`src/rtl/fifo_rr_bank.sv`:
```
// fifo_rr_bank: round-robin bank of circular-buffer lanes forming one FIFO, with occupancy count and flush.
module fifo_rr_bank #(
  parameter int WIDTH = 704,
  parameter int LANES = 2,
  parameter int LANE_DEPTH = 1,
  localparam int CW = $clog2(LANES * LANE_DEPTH + 1)
) (
  input  logic             CLK,
  input  logic             RST,
  input  logic             in_enq_ena_i,
  input  logic [WIDTH-1:0] in_enq_v_i,
  output logic             in_enq_rdy_o,
  input  logic             out_deq_ena_i,
  output logic             out_deq_rdy_o,
  output logic [WIDTH-1:0] out_first_o,
  output logic             out_first_rdy_o,
  input  logic             flush_ena_i,
  output logic             flush_rdy_o,
  output logic [CW-1:0]    count_o
);
  localparam int SW = $clog2(LANES);
  localparam int PW = LANE_DEPTH > 1 ? $clog2(LANE_DEPTH) : 1;
  localparam int OW = $clog2(LANE_DEPTH + 1);
  logic [WIDTH-1:0] mem_q [LANES][LANE_DEPTH];
  logic [PW-1:0] rd_q [LANES], rd_d [LANES], wr_q [LANES], wr_d [LANES];
  logic [OW-1:0] occ_q [LANES], occ_d [LANES];
  logic [SW-1:0] enq_sel_q, enq_sel_d, deq_sel_q, deq_sel_d;
  logic [CW-1:0] count_q, count_d;
  logic enq_fire, deq_fire, clear;
  function automatic logic [SW-1:0] sel_inc(input logic [SW-1:0] s);
    return (s == SW'(LANES - 1)) ? '0 : s + SW'(1);
  endfunction
  function automatic logic [PW-1:0] ptr_inc(input logic [PW-1:0] p);
    return (p == PW'(LANE_DEPTH - 1)) ? '0 : p + PW'(1);
  endfunction
  assign in_enq_rdy_o    = occ_q[enq_sel_q] != OW'(LANE_DEPTH);
  assign out_deq_rdy_o   = occ_q[deq_sel_q] != '0;
  assign out_first_rdy_o = out_deq_rdy_o;
  assign out_first_o     = out_deq_rdy_o ? mem_q[deq_sel_q][rd_q[deq_sel_q]] : '0;
  assign flush_rdy_o     = 1'b1;
  assign count_o         = count_q;
  assign enq_fire        = in_enq_ena_i && in_enq_rdy_o;
  assign deq_fire        = out_deq_ena_i && out_deq_rdy_o;
  assign clear           = RST || flush_ena_i;
  // a lane targeted by both selectors at once sees +1 and -1, netting to no occupancy change
  always_comb begin
    rd_d = rd_q;
    wr_d = wr_q;
    occ_d = occ_q;
    enq_sel_d = enq_sel_q;
    deq_sel_d = deq_sel_q;
    if (enq_fire) begin
      wr_d[enq_sel_q] = ptr_inc(wr_q[enq_sel_q]);
      occ_d[enq_sel_q] = occ_d[enq_sel_q] + OW'(1);
      enq_sel_d = sel_inc(enq_sel_q);
    end
    if (deq_fire) begin
      rd_d[deq_sel_q] = ptr_inc(rd_q[deq_sel_q]);
      occ_d[deq_sel_q] = occ_d[deq_sel_q] - OW'(1);
      deq_sel_d = sel_inc(deq_sel_q);
    end
    count_d = count_q + CW'(enq_fire) - CW'(deq_fire);
  end
  always_ff @(posedge CLK) begin
    if (clear) begin
      rd_q <= '{default: '0};
      wr_q <= '{default: '0};
      occ_q <= '{default: '0};
      enq_sel_q <= '0;
      deq_sel_q <= '0;
      count_q <= '0;
    end else begin
      rd_q <= rd_d;
      wr_q <= wr_d;
      occ_q <= occ_d;
      enq_sel_q <= enq_sel_d;
      deq_sel_q <= deq_sel_d;
      count_q <= count_d;
    end
  end
  always_ff @(posedge CLK) begin
    if (enq_fire && !clear) mem_q[enq_sel_q][wr_q[enq_sel_q]] <= in_enq_v_i;
  end
  always_ff @(posedge CLK) begin
    if (!clear) begin
      assert (!(in_enq_ena_i && !in_enq_rdy_o));
      assert (!(out_deq_ena_i && !out_deq_rdy_o));
    end
  end
endmodule

```
`config.mk`:
```
export PLATFORM = sky130hd
export DESIGN_NAME = fifo_rr_bank
export DESIGN_NICKNAME = d
export VERILOG_FILES = /design/src/rtl/fifo_rr_bank.sv
export SDC_FILE = /design/constraint.sdc
export NUM_CORES = 1
export LEC_CHECK = 0
export BUFFER_PORTS_ARGS = -buffer_cell sky130_fd_sc_hd__buf_4
export CORE_AREA = 2 2 559 561
export CTS_BUF_LIST = sky130_fd_sc_hd__clkbuf_16
export DETAILED_ROUTE_END_ITERATION = 16
export DIE_AREA = 0 0 561 563
export GPL_ROUTABILITY_DRIVEN = 0
export GPL_TIMING_DRIVEN = 0
export PLACE_DENSITY = 0.32
export SETUP_SLACK_MARGIN = 0.5
export SYNTH_ARGS = -nofsm -noshare
export SYNTH_HDL_FRONTEND = slang
export SYNTH_SLANG_ARGS = --single-unit
```
`constraint.sdc`:
```
create_clock -name CLK -period 71.3 [get_ports CLK]
set_input_delay 7.13 -clock CLK [delete_from_list [all_inputs] [get_ports CLK]]
set_output_delay 7.13 -clock CLK [all_outputs]
set_load 0.02 [all_outputs]
```
### Word-level counts from Yosys, hierarchy flattened

Memories as Yosys holds them, arrays and structs flattened. A register that Yosys moved wholly into a read port is not among the register bits.
Index checks and enable logic that the tools add are counted.

| word-level totals | value |
|---|---|
| register bits | 10 |
| bits in latches | 0 |
| bits in writable memories | 1408 |
| ROM bits | 0 |
| input port bits | 709 |
| output and inout bits | 710 |
| logic and storage cells | 72 |
| memories kept | 1 |

Memories:

| memory | depth | bits a word | rd ports | clocked after Yosys merged registers in | write ports | RTL line | RTL |
|---|---|---|---|---|---|---|---|
| mem_q | 2 | 704 | 1 | 1 | 1 | 24 | `logic [WIDTH-1:0] mem_q [LANES][LANE_DEPTH];` |

| cells by class | value |
|---|---|
| add/subtract/negate cells | 8 |
| multiply operators | 0 |
| div/mod/pow operators | 0 |
| $lt $le $gt $ge | 7 |
| equal/unequal tests | 0 |
| shift operators | 0 |
| multiplexer cells | 36 |
| bitwise logic cells | 3 |
| reduce and logical (&&, ||, !) cells | 8 |

Operators with widths:

| kind | count |
|---|---|
| $mux W704 | 2 |
| $mux W1 | 26 |
| $bwmux W2 | 4 |
| $logic_and A1 B1 Y1 | 6 |
| $add A1 B1 Y1 const B | 5 |
| $ge A2 B2 Y1 const B | 2 |
| $lt A2 B1 Y1 const B | 2 |
| $mux W2 | 2 |
| $not A1 Y2 | 2 |
| $add A2 B1 Y2 | 1 |
| $demux W1 S1 | 2 |
| $lt A1 B1 Y1 const B | 2 |
| $sub A2 B1 Y2 | 1 |
| $ge A1 B1 Y1 const B | 1 |
| $logic_not A1 Y1 | 1 |
| $logic_or A1 B1 Y1 | 1 |
| $not A1 Y1 | 1 |
| $sub A1 B1 Y1 const B | 1 |

### Longest topological paths before layout

Gate-level depths: netlist (run 1).

| depth | value |
|---|---|
| depth in word-level cells | 13 |
| gate-level depth with buffers | 8 |

### Worst setup path after synthesis (run 1)

Ideal clock, no wire load.

| timing path | value |
|---|---|
| path kind | input port to flip-flop |
| from | input flush_ena_i |
| to | memory mem_q[0][0] (netlist bit) (enable) |
| data arrival time | 54.816 ns |
| setup slack | 13.843 ns |
| stages | 3 |
| cells stage by stage | or2_2 > clkbuf_1 > nor3_1 |

| between the ends | value |
|---|---|
| longest elaborated chain between the ends | 5 |

RTL lines:

| what | RTL line | RTL |
|---|---|---|
| from (decl) | 17 | `input logic flush_ena_i,` |
| $logic_or A1 B1 Y1 | 44 | `assign clear = RST \|\| flush_ena_i;` |
| $logic_not A1 Y1 | -- |  |
| $logic_and A1 B1 Y1 | 82 | `if (enq_fire && !clear) mem_q[enq_sel_q][wr_q[enq_sel_q]] <= in_enq_v_i;` |
| $mux W1 | 82 |  |
| $mux W1 (not written as such) | 82 |  |
| to (decl) | 24 |  |

No other way between the ends.

==> results of run 1 <==
## routing by layer
layer,GRT usage (%),vias up
li1,-,14900
met1,14.1,16100
met2,25.4,1203
met3,7.41,387
met4,3.49,108
met5,0,-
## cell usage after synthesis, types with 2 or more instances
master	number
buf_4	19
a211oi_1	2
nor2_1	706
or2_2	2
nand2_1	4
dfxtp_1	7
a21oi_1	3
clkbuf_1	9
nor3_1	5
edfxtp_1	1408
inv_1	5
mux2i_1	706
buf_2	133
## kinds of logic (layout without fill, tap and decap cells)
family / count (synthesis) / after routing / share of synthesized area, %
buffers and inverters: 166 / 2065 / 1.62
adder cells (fa/ha/maj): 1 / 1 / 0.0235
flip-flops: 1415 / 1415 / 79.8
XOR/XNOR: 1 / 1 / 0.0165
AO/OA/AOI/OAI: 10 / 10 / 0.136
other: 1 / 36 / 0.00705
AND/OR/NAND/NOR: 720 / 720 / 5.12
multiplexers: 707 / 707 / 13.3
## per-stage QoR
stage | hold slack (ps) | instance area [um2]
2_1_floorplan | 508 | 53200
3_3_place_gp | 544 | 69000
3_5_place_dp | 536 | 71000
4_1_cts | 550 | 76300
5_1_grt | 602 | 76400
6_report | 550 | 76400
## sequential cells by signal, indices dropped and copies added (netlist names), named ones only
| register | cells |
|---|---|
| count_o | 2 |
| deq_sel_q | 1 |
| enq_sel_q | 1 |
| mem_q | 1408 |
| occ_q | 2 |
## critical path, stage by stage, from the launching register on
cell	delay [ps]
dfxtp_1	310
clkbuf_1	90
buf_2	640
buf_2	720
buf_2	610
mux2i_1	160
nor2_1	780
buf_4	290
## power breakdown
group          total, mW  internal [mW]  switching, mW
clock              0.844          0.481          0.362
combinational      0.128         0.0553         0.0729
sequential         0.936          0.932        0.00306
## worst paths after layout
check / depth (start not counted) / slack, ps / startpoint / to
max reg2reg: 19 / 66520 / occ_q[1] / mem_q[1][589]
min reg2reg: 2 / 550 / enq_sel_q / enq_sel_q
min: 2 / 550 / enq_sel_q / enq_sel_q
max: 7 / 59600 / flip-flop / out_first_o[488]
## final cells by class
| cell class | count | area, um2 |
|---|---|---|
| antenna | 35 | 87.6 |
| buffer | 161 | 842 |
| clock buffer | 180 | 4500 |
| clock inverter | 128 | 860 |
| fill | 32600 | 234000 |
| inverter | 5 | 18.8 |
| multi-input combinational | 1440 | 9910 |
| sequential | 1415 | 42400 |
| tap | 4140 | 5180 |
| timing repair buffer | 1591 | 12600 |
==> results.tsv, run 1 <==
metric	value	unit
CTS Hold Bufs	0	
final worst slack	59600	ps
ranking of synthesized cells by area	edfxtp_1, mux2i_1, nor2_1, buf_2, buf_4	
1st-pass router iterations	5	
post-CTS setup repair buffer count	0	
drt total wl	231000	um
met1 WL	79200	um
Yosys reg bits	1415	
Setup CP Type	reg -> out	
Yosys Warn Count	0	
final count of pins violating max slew	0	
Mapped Cells	3021	
# clock sinks	1415	
routed length on met2	118000	um
unrepaired setup endpoints after global routing	no	
die area	316000	um2
PwrDens	25.0	nW/um2
post_cts resized	0	
Final nets	5502	
average routed wire per standard cell	25.4	um
Post-Place Cells	8752	
Area Growth Syn to Fin	43.7	%
top cell type's share of synthesized area	79.5	%
crit end category	output port	
wire length on met3	27000	um
Clock Path Buffers	4	
sequential fraction of the synthesis area	79.8	%
# DRC	0	
Top FF cell, synth	edfxtp_1	
clk slew on worst S/H paths	60	ps
H-tree levels	4	
Worst Path Max Fanout	13	
Final period util	16.4	%
later-pin clock latency in the skew report	830	ps
final setup fails	0	
layout cells sized above 1	40.0	%
largest net degree at the start of global routing	14	
Arr. time, crit path	4570	ps
Site Rows	205	
GRT Overall Usage	14.1	%
Vias	32700	
core area	310000	um2
most frequent cells in the layout	buf_4, edfxtp_1, mux2i_1, nor2_1, clkbuf_16	
number of CTS-inserted buffers	178	
final hold vios	0	
dpl ws	59430	ps
Final min period	11700	ps
Post-Route Utilization	24.6	%
Leak Pwr	27.1	nW
DR iter-0 viols	1592	
die width	561	um
I/O Buffers	1417	
CTS tree	built	
overflow left after global routing	0	
global-route wire length before repair	305000	um
Worst-Margin Slew	1180	ps
mapped cell area	53200	um2
Syn Nets	3731	
CP Launch Type	flip-flop	
fin cells	9095	
asr flop ratio synth	0	%
Slew HR	21.1	%
DP HPWL	186000	um
number of synthesized flops with an enable pin	1408	
Total Power	1.91	mW
worst vdd ir	0.0000193	V
Clock Skews	35.0	ps
Cell variety after synth	25	
fmax	85.5	MHz
remaining antenna violation count	0	
Hold Crit Class	reg -> reg	
# IOs	1419	
most common cell after layout, fill and taps aside	buf_4	
Final TNS setup	0	ps
Syn Area/Cell	17.6	um2
number of global-route vias before repair	34500	
status	completed	
clock root buffer	clkbuf_16	
Initial Util	17.1	%
antenna violations before repair	109	
cell taking the most area after synthesis	edfxtp_1	
DR top layer	met5	
Chip Height	563	um
Required @ worst endpoint	64170	ps
Max Cap Violations	0	
Vias/cell	3.60	
No activity file was read; power rests on OpenSTA's default activity.
==> run 2, diff against run 1 <==
--- a/config.mk
+++ b/config.mk
@@ -5,14 +5,15 @@
 export SDC_FILE = /design/constraint.sdc
 export NUM_CORES = 1
 export LEC_CHECK = 0
+export ABC_AREA = 1
 export BUFFER_PORTS_ARGS = -buffer_cell sky130_fd_sc_hd__buf_4
-export CORE_AREA = 2 2 559 561
+export CORE_AREA = 2 2 545 547
 export CTS_BUF_LIST = sky130_fd_sc_hd__clkbuf_16
 export DETAILED_ROUTE_END_ITERATION = 16
-export DIE_AREA = 0 0 561 563
+export DIE_AREA = 0 0 547 549
 export GPL_ROUTABILITY_DRIVEN = 0
 export GPL_TIMING_DRIVEN = 0
-export PLACE_DENSITY = 0.32
+export PLACE_DENSITY = 0.35
 export SETUP_SLACK_MARGIN = 0.5
 export SYNTH_ARGS = -nofsm -noshare
 export SYNTH_HDL_FRONTEND = slang
==> constraint.sdc (replaced) <==
create_clock -name CLK -period 9.5 [get_ports CLK]
set_input_delay 0.95 -clock CLK [delete_from_list [all_inputs] [get_ports CLK]]
set_output_delay 0.95 -clock CLK [all_outputs]
set_load 0.02 [all_outputs]
==> run 2 against run 1 <==
Effect of this change: final cell count grew 4.6%; largest power group unchanged; register-to-register slack lost 61000 ps; setup slack got worse by 55000 ps; clock power rose to 7.8 times the previous value; routed wire length increased by 1.5%; critical endpoint is now out_first_o[365]; global-route usage increased by 0.93 points; area after synthesis grew 6.9%; sequential share of layout area shrank 2.6 points; clock skew up 3.5 ps; combinational power rose to 7.9 times the previous value; hold slack worse by 260 ps; critical path depth grew 1.
==> results.tsv, run 2 <==
metric	value	unit
PwrDens	183	nW/um2
Worst path max stage delay	800	ps
Worst Path Max Fanout	11	
Required @ worst endpoint	8550	ps
Worst Hold Endpoint	mem_q[0][68]	
Hold Crit Class	in -> reg	
Hold Crit Start	in_enq_v_i[68]	
crit-path cells	inv_2 > o21ai_1 > buf_2 > buf_4 > buf_4 > nand2_1 > inv_1 > buf_4	
worst-case reg-to-reg path depth	16	
drt total wl	234000	um
clk slew on worst S/H paths	60	ps
clock root buffer	clkbuf_16	
status	completed	
R2R Setup Slk	5800	ps
Storage cell area	42400	um2
CP Launch Type	flip-flop	
top cell type's share of synthesized area	74.4	%
post-CTS setup repair buffer count	0	
RR Endpoint	mem_q[1][629]	
Setup CP Type	reg -> out	
global-route wire length before repair	312000	um
CTS Hold Bufs	0	
Vias	35200	
final hold vios	0	
filler instances	30700	
Leak Pwr	34.8	nW
Final min period	4890	ps
# IOs	1419	
slowest CP cell	buf_2	
Top cell by count, worst path	buf_4	
overflow left after global routing	0	
die area	300000	um2
Clock Skews	38.5	ps
cell taking the most area after synthesis	edfxtp_1	
Syn Nets	4434	
final setup fails	0	
sequential fraction of the synthesis area	74.6	%
post_cts resized	0	
antenna violations before repair	83	
die width	547	um
top-count cell post-synth	edfxtp_1	
remaining antenna violation count	0	
Area Growth Syn to Fin	40.9	%
ranking of synthesized cells by area	edfxtp_1, mux2_1, nand2_1, inv_1, mux2_2	
# clock sinks	1415	
multi-input logic area	10800	um2
fmax	204	MHz
Clock Path Buffers	4	
later-pin clock latency in the skew report	850	ps
unrepaired setup endpoints after global routing	no	
asr flop ratio synth	0	%
most frequent cells in the layout	buf_4, edfxtp_1, inv_1	
Final nets	6121	
mapped cell area	56800	um2
CTS tree	built	
GRT Overall Usage	15.0	%
Total Power	14.6	mW
Vias/cell	3.70	
DR iter-0 viols	1824	
most common cell after layout, fill and taps aside	buf_4	
Critical R2R Launch	enq_sel_q	
Yosys reg bits	1415	
number of synthesized flops with an enable pin	1408	
Worst-Margin Slew	937	ps
Site Rows	200	
H-tree levels	4	
Yosys Warn Count	0	
worst vdd ir	0.000131	V
Final period util	51.5	%
final count of pins violating max slew	0	
crit end category	output port	
DP HPWL	185000	um
number of global-route vias before repair	37100	
Max Cap Violations	0	
core area	295000	um2
Slew HR	37.5	%
Arr. time, crit path	3940	ps
1st-pass router iterations	5	
I/O Buffers	1417	
number of CTS-inserted buffers	179	
WHS Path Cells	1	
Mapped Cells	3724	
Chip Height	549	um
Syn Area/Cell	15.3	um2
Fin Hold WS	287	ps
Largest register FFs	1408	
Initial Util	19.3	%
largest net degree at the start of global routing	28	
# DRC	0	
Cell variety after synth	20	
synth cell count leaders	edfxtp_1, nand2_1, inv_1	
Top FF cell, synth	edfxtp_1	
layout cells sized above 1	36.9	%
average routed wire per standard cell	24.6	um
==> run 2: worst max-delay path: cells and delay by family (launching register included) <==
kind | cells | cell delay [ps]
AO/OA/AOI/OAI | 1 | 350
buffers and inverters | 6 | 1920
flip-flops | 1 | 370
AND/OR/NAND/NOR | 1 | 370
==> run 2: routing by layer <==
metal,share of wire [%],global-route usage [%],wire [um],vias to the layer above
li1,-,-,-,16100
met1,39,17.0,90600,17500
met2,48,25.6,113000,1247
met3,11,7.11,25200,337
met4,2.0,2.99,4710,66
met5,0.17,0,400,-
==> run 2: cells by family after synthesis <==
group           count (synthesis)  share of synthesized area [%]
fa+ha+maj                       1                         0.0220
compound gates                  6                         0.0528
buf+inv                       868                           6.49
xor+xnor                        2                         0.0308
other cells                     1                        0.00660
mux                           704                           13.9
flops                        1415                           74.6
simple gates                  727                           4.82
==> run 2: worst max path at each step <==
stage / from / endpoint / cells past startpoint
after floorplan: in_enq_ena_i / mem_q[1][0] / 2
after global placement: flush_ena_i / mem_q[1][625] / 4
after detailed placement: flush_ena_i / mem_q[1][623] / 16
after CTS: occ_q[1] / out_first_o[365] / 8
after global routing: occ_q[1] / out_first_o[365] / 8
final: occ_q[1] / out_first_o[365] / 8
==> run 2: power breakdown <==
part / switching [mW] / total (mW) / leakage, nW / internal (mW)
logic: 0.570 / 1.01 / 19.1 / 0.445
clock network: 2.79 / 6.62 / 2.92 / 3.83
registers: 0.0194 / 7.02 / 12.8 / 7.00
==> run 2: cell type report <==
type                    instances  area share, %
flip-flops and latches       1415           53.0
repair buffers               1506           15.8
multi-input cells            1441           13.4
well taps                    3939           6.15
clock buffers                 182           5.68
inverters                     710           3.33
clock inverters               145           1.34
plain buffers                 158           1.28
diodes                         20         0.0625
==> run 2: metrics by stage <==
step | setup TNS (ps) | instance area, um2 | utilization [%] | setup slack [ps] | instances
after floorplan | -7924910 | 56900 | - | -8710 | 3724
after global placement | - | 72400 | 24.6 | -24370 | 9080
after detailed placement | 0 | 74400 | 25.2 | 4990 | 9169
after CTS | 0 | 80100 | 27.1 | 4150 | 9496
after global routing | 0 | 80100 | 27.1 | 4270 | 9498
final | 0 | 80100 | 27.2 | 4610 | 9516
==> run 3, diff against run 2 <==
==> constraint.sdc (replaced) <==
create_clock -name CLK -period 4.3 [get_ports CLK]
set_input_delay 0.43 -clock CLK [delete_from_list [all_inputs] [get_ports CLK]]
set_output_delay 0.43 -clock CLK [all_outputs]
set_load 0.02 [all_outputs]
==> run 3 against run 2 <==
Effect of this change: non-clock buffer count increased by 712; total power increased by 120%; critical path type unchanged; final area increased by 8.9%; first-iteration DRC count decreased by 1.4%.
==> results.tsv, run 3 (synthesis gave the netlist of run 2 again) <==
metric	value	unit
final worst slack	764	ps
WHS Path Cells	2	
overflow left after global routing	0	
number of CTS-inserted buffers	181	
post-CTS setup repair buffer count	0	
PwrDens	374	nW/um2
Leak Pwr	37.8	nW
Total Power	32.6	mW
global-route wire length before repair	322000	um
Final min period	3540	ps
Vias	37800	
worst-case reg-to-reg path depth	13	
Site Rows	200	
Final TNS setup	0	ps
antenna violations before repair	73	
later-pin clock latency in the skew report	830	ps
fmax	283	MHz
final hold vios	0	
crit end category	output port	
# IOs	1419	
R2R Setup Slk	1390	ps
Post-Route Utilization	29.6	%
Clock Path Buffers	4	
Required @ worst endpoint	3870	ps
Arr. time, crit path	3110	ps
1st-pass router iterations	5	
DR iter-0 viols	1799	
clk slew on worst S/H paths	70	ps
RR Endpoint	mem_q[1][216]	
status	completed	
I/O Buffers	1417	
Critical R2R Launch	enq_sel_q	
Slew HR	61.5	%
Chip Height	549	um
dpl ws	269	ps
number of global-route vias before repair	40300	
GRT Overall Usage	15.2	%
Vias/cell	3.70	
clock root buffer	clkbuf_16	
filler instances	30500	
Final nets	6835	
Max Cap Violations	0	
remaining antenna violation count	0	
final setup fails	0	
largest net degree at the start of global routing	28	
most common cell after layout, fill and taps aside	buf_4	
Worst Path Max Fanout	10	
Largest register FFs	1408	
most frequent cells in the layout	buf_4, edfxtp_1, inv_1	
unrepaired setup endpoints after global routing	no	
Final period util	82.2	%
Initial Util	19.3	%
# DRC	0	
CP Launch Type	flip-flop	
Hold Crit Class	in -> reg	
drt total wl	236000	um
H-tree levels	4	
# clock sinks	1415	
CTS tree	built	
layout cells sized above 1	32.7	%
core area	295000	um2
final count of pins violating max slew	0	
worst vdd ir	0.000280	V
DP HPWL	186000	um
Worst Hold Endpoint	mem_q[1][635]	
Setup CP Type	reg -> out	
Clock Skews	28.1	ps
Hold Crit Start	in_enq_v_i[635]	
Area Growth Syn to Fin	53.5	%
Worst-Margin Slew	576	ps
die width	547	um
die area	300000	um2
average routed wire per standard cell	23.1	um
[run 3: changes by cell type in the layout (fill, tap and decap cells not counted), moves of 3 or more]
| cell | delta |
|---|---|
| dlygate4sd3_1 | +710 |
| buf_16 | +9 |
| buf_8 | -4 |
| inv_1 | +13 |
| clkinv_8 | +3 |
| clkinv_2 | -5 |
| inv_6 | -4 |
| clkinv_1 | -8 |
| bufinv_16 | -6 |
| diode_2 | +4 |
[run 3: timing repair]
action                     4_1_cts  5_1_grt
setup endpoints to repair      552       14
resized for setup                8        0
hold buffers                   710        1
hold endpoints to repair      1415        6
[run 3: critical path, stage by stage, from the launching register on]
cell and delay, ps:
dfxtp_1 400, inv_2 80, o21ai_4 300, buf_8 300
buf_4 350, buf_4 260, nand2_1 260, inv_1 130
buf_4 170
[run 3: area by class of cell]
class	instances	area (um2)	area share, %
Inverter	710	2670	3.05
Multi-Input combinational cell	1441	10800	12.4
Antenna cell	24	60.1	0.0688
Timing Repair Buffer	2218	19900	22.8
Buffer	158	1040	1.19
Clock buffer	184	4600	5.28
Clock inverter	137	863	0.990
Sequential cell	1415	42400	48.6
Tap cell	3939	4930	5.65
[run 3: how the worst max path moves through the flow]
stage	cells after the start	to	startpoint	slack (ps)
2_1_floorplan	4	mem_q[1][0]	enq_sel_q	-13390
3_3_place_gp	4	mem_q[1][516]	flush_ena_i	-29240
3_5_place_dp	8	out_first_o[423]	occ_q[1]	270
4_1_cts	8	out_first_o[423]	occ_q[1]	490
5_1_grt	8	out_first_o[423]	occ_q[1]	540
6_report	8	out_first_o[591]	occ_q[1]	760
[run 3: where the power goes]
part	total (mW)	switching [mW]	leakage, nW	internal [mW]
sequential	15.5	0.0445	12.8	15.5
combinational	2.90	1.48	22.1	1.42
clock	14.2	6.09	2.89	8.13
[run 3: per-stage QoR]
stage               std cells  hold WS, ps  area [um2]
floorplan                3724          470       56900
global placement         9080          509       72400
detailed placement       9171          505       74600
CTS                     10200          208       87200
global route            10200          258       87200
finish                  10200          315       87200
[run 3: layer usage]
layer  vias to the layer above  global-route usage (%)  wire length [um]
met4                        20                    3.32              5190
met2                      1296                    25.7            113000
li1                      17500                       -                 -
met1                     18600                    17.9             95700
met5                         -                       0               130
met3                       355                    6.19             22000
